==> src/rtl/spi_ctrl_master_if.sv <==
// Handshake and serial-pin bundle between the SPI initiator and its user/slave.
interface spi_ctrl_master_if #(
  parameter int FRAME_BITS = 16
);
  logic                  start;
  logic [FRAME_BITS-1:0] tx_data;
  logic                  busy;
  logic                  done;
  logic [FRAME_BITS-1:0] rx_data;
  logic                  sck;
  logic                  mosi;
  logic                  ss;
  logic                  miso;

  modport master (
    input  start, tx_data, miso,
    output busy, done, rx_data, sck, mosi, ss
  );

  modport slave (
    output start, tx_data, miso,
    input  busy, done, rx_data, sck, mosi, ss
  );
endinterface

==> src/rtl/spi_ctrl_master.sv <==
// Mode-0, MSB-first SPI initiator that loads the control macro's mux select word
// and captures miso in the same frame; all pin outputs come straight from flops.
module spi_ctrl_master #(
  parameter int CLK_DIV    = 4,
  parameter int FRAME_BITS = 16
) (
  input  logic               clk,
  input  logic               rst_n,
  spi_ctrl_master_if.master  bus
);
  localparam int DIV_W = (CLK_DIV > 2) ? $clog2(CLK_DIV) : 1;
  localparam int BIT_W = $clog2(FRAME_BITS + 1);

  typedef enum logic [2:0] {
    IDLE, SETUP, SHIFT_HI, SHIFT_LO, HOLD, GAP
  } state_t;

  state_t                state_q, state_d;
  logic [DIV_W-1:0]      div_cnt_q, div_cnt_d;
  logic [BIT_W-1:0]      bit_cnt_q, bit_cnt_d;
  logic [FRAME_BITS-1:0] tx_sh_q, tx_sh_d;
  logic [FRAME_BITS-1:0] rx_sh_q, rx_sh_d;
  logic [FRAME_BITS-1:0] rx_data_q, rx_data_d;
  logic                  sck_q, sck_d;
  logic                  mosi_q, mosi_d;
  logic                  ss_q, ss_d;
  logic                  busy_q, busy_d;
  logic                  done_q, done_d;

  logic div_last;
  logic sample_now;
  logic last_bit;

  assign div_last   = (div_cnt_q == DIV_W'(CLK_DIV - 1));
  // miso is captured on the final clk cycle of the high phase, one edge before sck falls
  assign sample_now = (state_q == SHIFT_HI) && (div_cnt_q == DIV_W'(CLK_DIV - 2));
  assign last_bit   = (bit_cnt_q == BIT_W'(FRAME_BITS - 1));

  always_ff @(posedge clk or negedge rst_n) begin
    if (!rst_n) begin
      state_q   <= IDLE;
      div_cnt_q <= '0;
      bit_cnt_q <= '0;
      tx_sh_q   <= '0;
      rx_sh_q   <= '0;
      rx_data_q <= '0;
      sck_q     <= 1'b0;
      mosi_q    <= 1'b0;
      ss_q      <= 1'b1;
      busy_q    <= 1'b0;
      done_q    <= 1'b0;
    end else begin
      state_q   <= state_d;
      div_cnt_q <= div_cnt_d;
      bit_cnt_q <= bit_cnt_d;
      tx_sh_q   <= tx_sh_d;
      rx_sh_q   <= rx_sh_d;
      rx_data_q <= rx_data_d;
      sck_q     <= sck_d;
      mosi_q    <= mosi_d;
      ss_q      <= ss_d;
      busy_q    <= busy_d;
      done_q    <= done_d;
    end
  end

  always_comb begin
    state_d = state_q;
    case (state_q)
      IDLE:     if (bus.start) state_d = SETUP;
      SETUP:    if (div_last)  state_d = SHIFT_HI;
      SHIFT_HI: if (div_last)  state_d = last_bit ? HOLD : SHIFT_LO;
      SHIFT_LO: if (div_last)  state_d = SHIFT_HI;
      HOLD:     if (div_last)  state_d = GAP;
      GAP:      if (div_last)  state_d = IDLE;
      default:                 state_d = IDLE;
    endcase
  end

  always_comb begin
    div_cnt_d = (state_q == IDLE || div_last) ? '0 : div_cnt_q + DIV_W'(1);
    bit_cnt_d = bit_cnt_q;
    tx_sh_d   = tx_sh_q;
    rx_sh_d   = rx_sh_q;
    rx_data_d = rx_data_q;
    sck_d     = sck_q;
    mosi_d    = mosi_q;
    ss_d      = ss_q;
    busy_d    = busy_q;
    done_d    = 1'b0;

    case (state_q)
      IDLE: begin
        if (bus.start) begin
          tx_sh_d   = bus.tx_data;
          mosi_d    = bus.tx_data[FRAME_BITS-1];
          rx_sh_d   = '0;
          bit_cnt_d = '0;
          ss_d      = 1'b0;
          busy_d    = 1'b1;
        end
      end
      SETUP: begin
        if (div_last) sck_d = 1'b1;
      end
      SHIFT_HI: begin
        if (sample_now) rx_sh_d = {rx_sh_q[FRAME_BITS-2:0], bus.miso};
        if (div_last) begin
          sck_d = 1'b0;
          if (last_bit) begin
            mosi_d = 1'b0;
          end else begin
            // Next bit goes out on the falling edge so it is stable a full half-period before the rise
            tx_sh_d   = tx_sh_q << 1;
            mosi_d    = tx_sh_q[FRAME_BITS-2];
            bit_cnt_d = bit_cnt_q + BIT_W'(1);
          end
        end
      end
      SHIFT_LO: begin
        if (div_last) sck_d = 1'b1;
      end
      HOLD: begin
        if (div_last) begin
          ss_d      = 1'b1;
          rx_data_d = rx_sh_q;
          done_d    = 1'b1;
        end
      end
      GAP: begin
        if (div_last) busy_d = 1'b0;
      end
      default: begin
        ss_d = 1'b1;
      end
    endcase
  end

  assign bus.sck     = sck_q;
  assign bus.mosi    = mosi_q;
  assign bus.ss      = ss_q;
  assign bus.busy    = busy_q;
  assign bus.done    = done_q;
  assign bus.rx_data = rx_data_q;
endmodule

==> src/flat_wrapper.sv <==
// flat-port wrapper written by rule: the top's interface ports become plain ports
module spi_ctrl_master_flat 
#(
  parameter int CLK_DIV    = 4,
  parameter int FRAME_BITS = 16
)
  (clk, rst_n, bus_start, bus_tx_data, bus_miso, bus_busy, bus_done, bus_rx_data, bus_sck, bus_mosi, bus_ss);
  spi_ctrl_master_if #(.FRAME_BITS(FRAME_BITS)) bus_i ();
  input  logic clk;
  input  logic rst_n;
  input wire logic [$bits(bus_i.start)-1:0] bus_start;
  input wire logic [$bits(bus_i.tx_data)-1:0] bus_tx_data;
  input wire logic [$bits(bus_i.miso)-1:0] bus_miso;
  output wire logic [$bits(bus_i.busy)-1:0] bus_busy;
  output wire logic [$bits(bus_i.done)-1:0] bus_done;
  output wire logic [$bits(bus_i.rx_data)-1:0] bus_rx_data;
  output wire logic [$bits(bus_i.sck)-1:0] bus_sck;
  output wire logic [$bits(bus_i.mosi)-1:0] bus_mosi;
  output wire logic [$bits(bus_i.ss)-1:0] bus_ss;
  assign bus_i.start = bus_start;
  assign bus_i.tx_data = bus_tx_data;
  assign bus_i.miso = bus_miso;
  assign bus_busy = bus_i.busy;
  assign bus_done = bus_i.done;
  assign bus_rx_data = bus_i.rx_data;
  assign bus_sck = bus_i.sck;
  assign bus_mosi = bus_i.mosi;
  assign bus_ss = bus_i.ss;
  spi_ctrl_master #(.CLK_DIV(CLK_DIV), .FRAME_BITS(FRAME_BITS)) u_core (.clk(clk), .rst_n(rst_n), .bus(bus_i));
endmodule
==> config.mk <==
export PLATFORM = sky130hd
export DESIGN_NAME = spi_ctrl_master_flat
export DESIGN_NICKNAME = d
export VERILOG_FILES = /design/src/rtl/spi_ctrl_master_if.sv /design/src/rtl/spi_ctrl_master.sv /design/src/flat_wrapper.sv
export SDC_FILE = /design/constraint.sdc
export NUM_CORES = 1
export LEC_CHECK = 0
export ABC_AREA = 1
export ABC_CLOCK_PERIOD_IN_PS = 4300
export BUFFER_PORTS_ARGS = -buffer_cell sky130_fd_sc_hd__buf_2
export CAP_MARGIN = 25
export CORE_MARGIN = 4
export CORE_UTILIZATION = 45
export CTS_BUF_LIST = sky130_fd_sc_hd__clkbuf_8
export DETAILED_ROUTE_END_ITERATION = 7
export HOLD_SLACK_MARGIN = 0.06
export PLACE_DENSITY_LB_ADDON = 0.12
export SLEW_MARGIN = 15
export SYNTH_ARGS = -nofsm -noshare
export SYNTH_HDL_FRONTEND = slang
export SYNTH_SLANG_ARGS = --single-unit
==> constraint.sdc <==
create_clock -name clk -period 4.3 [get_ports clk]
set_input_delay 0.43 -clock clk [delete_from_list [all_inputs] [get_ports clk]]
set_output_delay 0.43 -clock clk [all_outputs]
set_load 0.02 [all_outputs]
==> summary by stage <==
Logic synthesis
After synthesis the netlist holds a flip-flop and latch count of 62. The library cell occupying the most area in the post-synthesis netlist is sky130_fd_sc_hd__dfrtp_1. The sequential-to-total area share from yosys stat is a little over half.

The mapped cell area is ~2900 sq um. Yosys attributes the largest share of cell area to sky130_fd_sc_hd__dfrtp_1, sky130_fd_sc_hd__nand2_1, sky130_fd_sc_hd__o21ai_0. The share of flip-flops with an asynchronous set or reset is between 90% and 100%. The cell count after synthesis came out at between 300 and 400.

A synthesized cell averages just over 8 sq um. The number of different library cells used by synthesis comes to 28. The portion of synthesized cell area occupied by the leading cell type is 52.6%. For this run, the leading register cell type out of synthesis is sky130_fd_sc_hd__dfrtp_1. The warning count from the yosys run is 0. The number of nets handed over by synthesis was 383. Sorting the synthesized cells by how often they occur yields sky130_fd_sc_hd__nand2_1, sky130_fd_sc_hd__dfrtp_1, sky130_fd_sc_hd__o21ai_0. The cell with the most instances after synthesis is sky130_fd_sc_hd__nand2_1.

Yosys mapped a number of flops with a built-in enable equal to 0.

Layout
The repair_antennas step left the layout with diodes totalling 0. The multi-input combinational cells in the finished layout cover a total of 1180 sq um. In the final layout, the share of cells above drive strength 1 is 18.2%. From synthesis to final layout, the design area changed by 15.3%. The number of nets in the layout is 420. The number of filler cells placed in the layout is 636. In the final layout, flip-flops and latches occupy around 1600 sq um.

Routing
The wire length after detailed routing is 5540 microns. The number of search-and-repair iterations in the first detailed-routing pass is 4. The remaining antenna violation count after routing is 0.

In the routed design, unresolved DRC markers number 0. Detailed routing inserted a total of 2255 vias. The number of vias per cell is roughly 4.7. In this run, the number of DRC markers left after iteration 0 of detailed routing was 119.

The average wire length per cell after detail routing is about 12 microns.

Clocking
The number of buffers created by CTS is 9. The clock tree root driver cell is sky130_fd_sc_hd__clkbuf_8. The CTS tree is yes. For the worst-skew pair, the clock arrives at the later sink with an insertion delay of about 0.34 ns. The H-tree level count is 3. Post-CTS timing repair inserted 0 buffers for setup. The number of hold buffers added after CTS was 0. The longest clock path from root to sink contains 2 buffers. Clock-pin slew was measured on the worst setup and hold paths at around 0.070 ns. After clock tree synthesis, the repair step resized 0 gates. The clock sink count is 62.

Die
The starting utilization of the core area is between 40 and 50%. The area of the die is 7800 sq um. In this run the horizontal extent of the chip is 88.3 microns. The row count is 29. The vertical extent of the die is 88.3 microns. The top-level port count is 41. After floorplanning, the core was sized to cover approximately 6300 sq um.

STA
Setup repair after global routing left no endpoint under its margin. The shortest clock period the worst path allows after layout is 2.08 ns. The clock arrives with ~0.0075 ns of skew.

The slew of the pin with the lowest slew margin is 0.774 ns. In the final timing run, aggregate negative setup slack is 0 ns. After layout, the worst path uses between 40% and 50% of the clock period. The maximum frequency from static timing analysis is roughly 480 MHz. The setup slack of the critical path after layout is around 2.2 ns.

The relative slew slack is roughly half. The final hold violation count is 0. The count of endpoints failing setup in the final report is 0. The total count of max-transition violations in the final report is 0.

Status
The run finished with clean final reports.

Worst setup path
The critical path capture point type is a flop. In this run the critical register-to-register path is captured at u_core.bit_cnt_q[4]. The worst path required time is between 4 and 5 ns. The setup check on the worst reg-to-reg path leaves a slack of approximately 2.2 ns.

In this run the critical register-to-register path is launched from u_core.state_q[2]. The number of cells on the worst reg-to-reg path is 7. The data arrival time of the critical path is 2.35 ns. The worst setup path is launched from a flop. Following the worst setup path forward leads to its endpoint at u_core.bit_cnt_q[4]. Along the worst path, the maximum fanout reaches 34. The critical path is of the reg2reg type. The launch point of the worst path is u_core.state_q[2].

Global route
The first global-routing pass estimated 9290 microns of wire. The sum of overflow across all layers after global routing is 0. The total routing resource utilization after global routing is roughly 16%. The via count of the first global-routing pass is 2063. The initial antenna violation count is 0.

The largest net degree at the start of global routing is 63.

Placement
The detailed-placement wirelength estimate is 3540 microns. The routability congestion estimate from global placement is between 0.8 and 0.9. Timing analysis after detailed placement gives a worst setup slack of between 2 and 2.5 ns. The number of buffers added on ports is 40.

Flow run
The tool flagged a number of max-cap violations equal to 0.

Worst hold path
The worst min-delay path category is in2async.

Pwr
For this design the static power due to leakage is between 1.5 and 2 nW. The power per unit of standard cell area is 611 nW/um^2. The worst-case IR drop observed on VDD is between 300 and 400 uV.
==> layer usage <==
layer  vias to the layer above  track usage (%)  routed length [microns]
li1                       1181                -                        -
met1                      1009             20.2                     2710
met2                        54             24.9                     2440
met3                        11             4.19                      269
met4                         0             7.01                      125
met5                         -                0                        0
==> cell type report <==
type	count	area share, %
well taps	77	2.88
inverters	17	1.91
repair buffers	41	6.20
multi-input cells	265	35.3
clock inverters	7	3.66
clock buffers	9	3.70
flip-flops and latches	62	46.4
==> worst max-delay path, cell delays in order, from the launching register on <==
cell and delay (ns):
sky130_fd_sc_hd__dfrtp_1 0.49, sky130_fd_sc_hd__nor2_4 0.19, sky130_fd_sc_hd__nand2_4 0.18, sky130_fd_sc_hd__inv_2 0.46
sky130_fd_sc_hd__o21ai_1 0.16, sky130_fd_sc_hd__nand2_2 0.33, sky130_fd_sc_hd__nand2_1 0.10, sky130_fd_sc_hd__nand2_1 0.08
==> cell families after synthesis <==
kind of cell | synth area share, %
flip-flops | 53.5
AND/OR/NAND/NOR | 32.9
buffers and inverters | 5.82
adder cells (fa/ha/maj) | 1.72
AO/OA/AOI/OAI | 5.82
XOR/XNOR | 0.302
==> sequential cells by signal (all words and copies together) (netlist names) <==
signal / flops
u_core.bit_cnt_q: 5
u_core.bus.busy: 1
u_core.div_cnt_q: 2
u_core.bus.ss: 1
u_core.tx_sh_q: 15
u_core.rx_sh_q: 16
u_core.state_q: 3
u_core.bus.mosi: 1
u_core.bus.sck: 1
u_core.bus.done: 1
u_core.bus.rx_data: 16
==> per-stage QoR <==
stage	total power [W]	utilization (%)	cell area, sq um	std cells	hold WS (ns)
floorplan	0.00135	-	2900	359	0.134
global placement	0.00143	49.1	3100	462	0.454
detailed placement	0.00144	49.1	3100	462	0.460
CTS	0.00207	53.1	3350	478	0.278
global route	0.00221	53.1	3350	478	0.311
finish	0.00205	53.1	3350	478	0.243
==> placed cells by master, fill, tap and decap left out <==
cell type | netlist | final
sky130_fd_sc_hd__nand2_2 | 2 | 2
sky130_fd_sc_hd__o22a_1 | 1 | 1
sky130_fd_sc_hd__dfrtp_1 | 61 | 61
sky130_fd_sc_hd__clkinv_4 | 0 | 2
sky130_fd_sc_hd__dfstp_2 | 1 | 1
sky130_fd_sc_hd__clkinvlp_4 | 0 | 2
sky130_fd_sc_hd__and2_1 | 1 | 1
sky130_fd_sc_hd__nand3b_1 | 1 | 1
sky130_fd_sc_hd__ha_1 | 4 | 4
sky130_fd_sc_hd__o21ai_1 | 7 | 7
sky130_fd_sc_hd__nand4_1 | 1 | 1
sky130_fd_sc_hd__nand3_1 | 6 | 6
sky130_fd_sc_hd__bufinv_16 | 0 | 3
sky130_fd_sc_hd__nor2_8 | 1 | 1
sky130_fd_sc_hd__nor3_1 | 3 | 3
sky130_fd_sc_hd__o211ai_1 | 1 | 1
sky130_fd_sc_hd__nand2_1 | 201 | 201
sky130_fd_sc_hd__xor2_1 | 1 | 1
sky130_fd_sc_hd__nand2_4 | 2 | 2
sky130_fd_sc_hd__o22ai_1 | 1 | 1
sky130_fd_sc_hd__nor2_4 | 2 | 2
sky130_fd_sc_hd__buf_4 | 7 | 1
sky130_fd_sc_hd__buf_2 | 6 | 40
sky130_fd_sc_hd__nor2_1 | 8 | 8
sky130_fd_sc_hd__nand3_4 | 1 | 1
sky130_fd_sc_hd__o21ai_0 | 19 | 19
sky130_fd_sc_hd__inv_1 | 12 | 12
sky130_fd_sc_hd__clkbuf_8 | 0 | 9
sky130_fd_sc_hd__a21oi_4 | 1 | 1
sky130_fd_sc_hd__nand3_2 | 1 | 1
sky130_fd_sc_hd__inv_2 | 5 | 5
==> worst min path at each step <==
stage / from / endpoint
2_1_floorplan: rst_n / u_core.bit_cnt_q[0]
3_3_place_gp: u_core.div_cnt_q[0] / u_core.div_cnt_q[0]
3_5_place_dp: u_core.bus.rx_data[7] / u_core.bus.rx_data[7]
4_1_cts: rst_n / u_core.bus.rx_data[9]
5_1_grt: rst_n / u_core.bus.rx_data[9]
6_report: rst_n / u_core.bus.rx_data[4]
==> report_power, final <==
| part | switching (W) | leakage, nW | total (W) | internal (W) |
|---|---|---|---|---|
| combinational | 0.000441 | 0.910 | 0.000634 | 0.000194 |
| clock | 0.000239 | 0.116 | 0.000626 | 0.000387 |
| sequential | 0.0000853 | 0.821 | 0.000787 | 0.000702 |
Power figures use the tool's default switching activity.
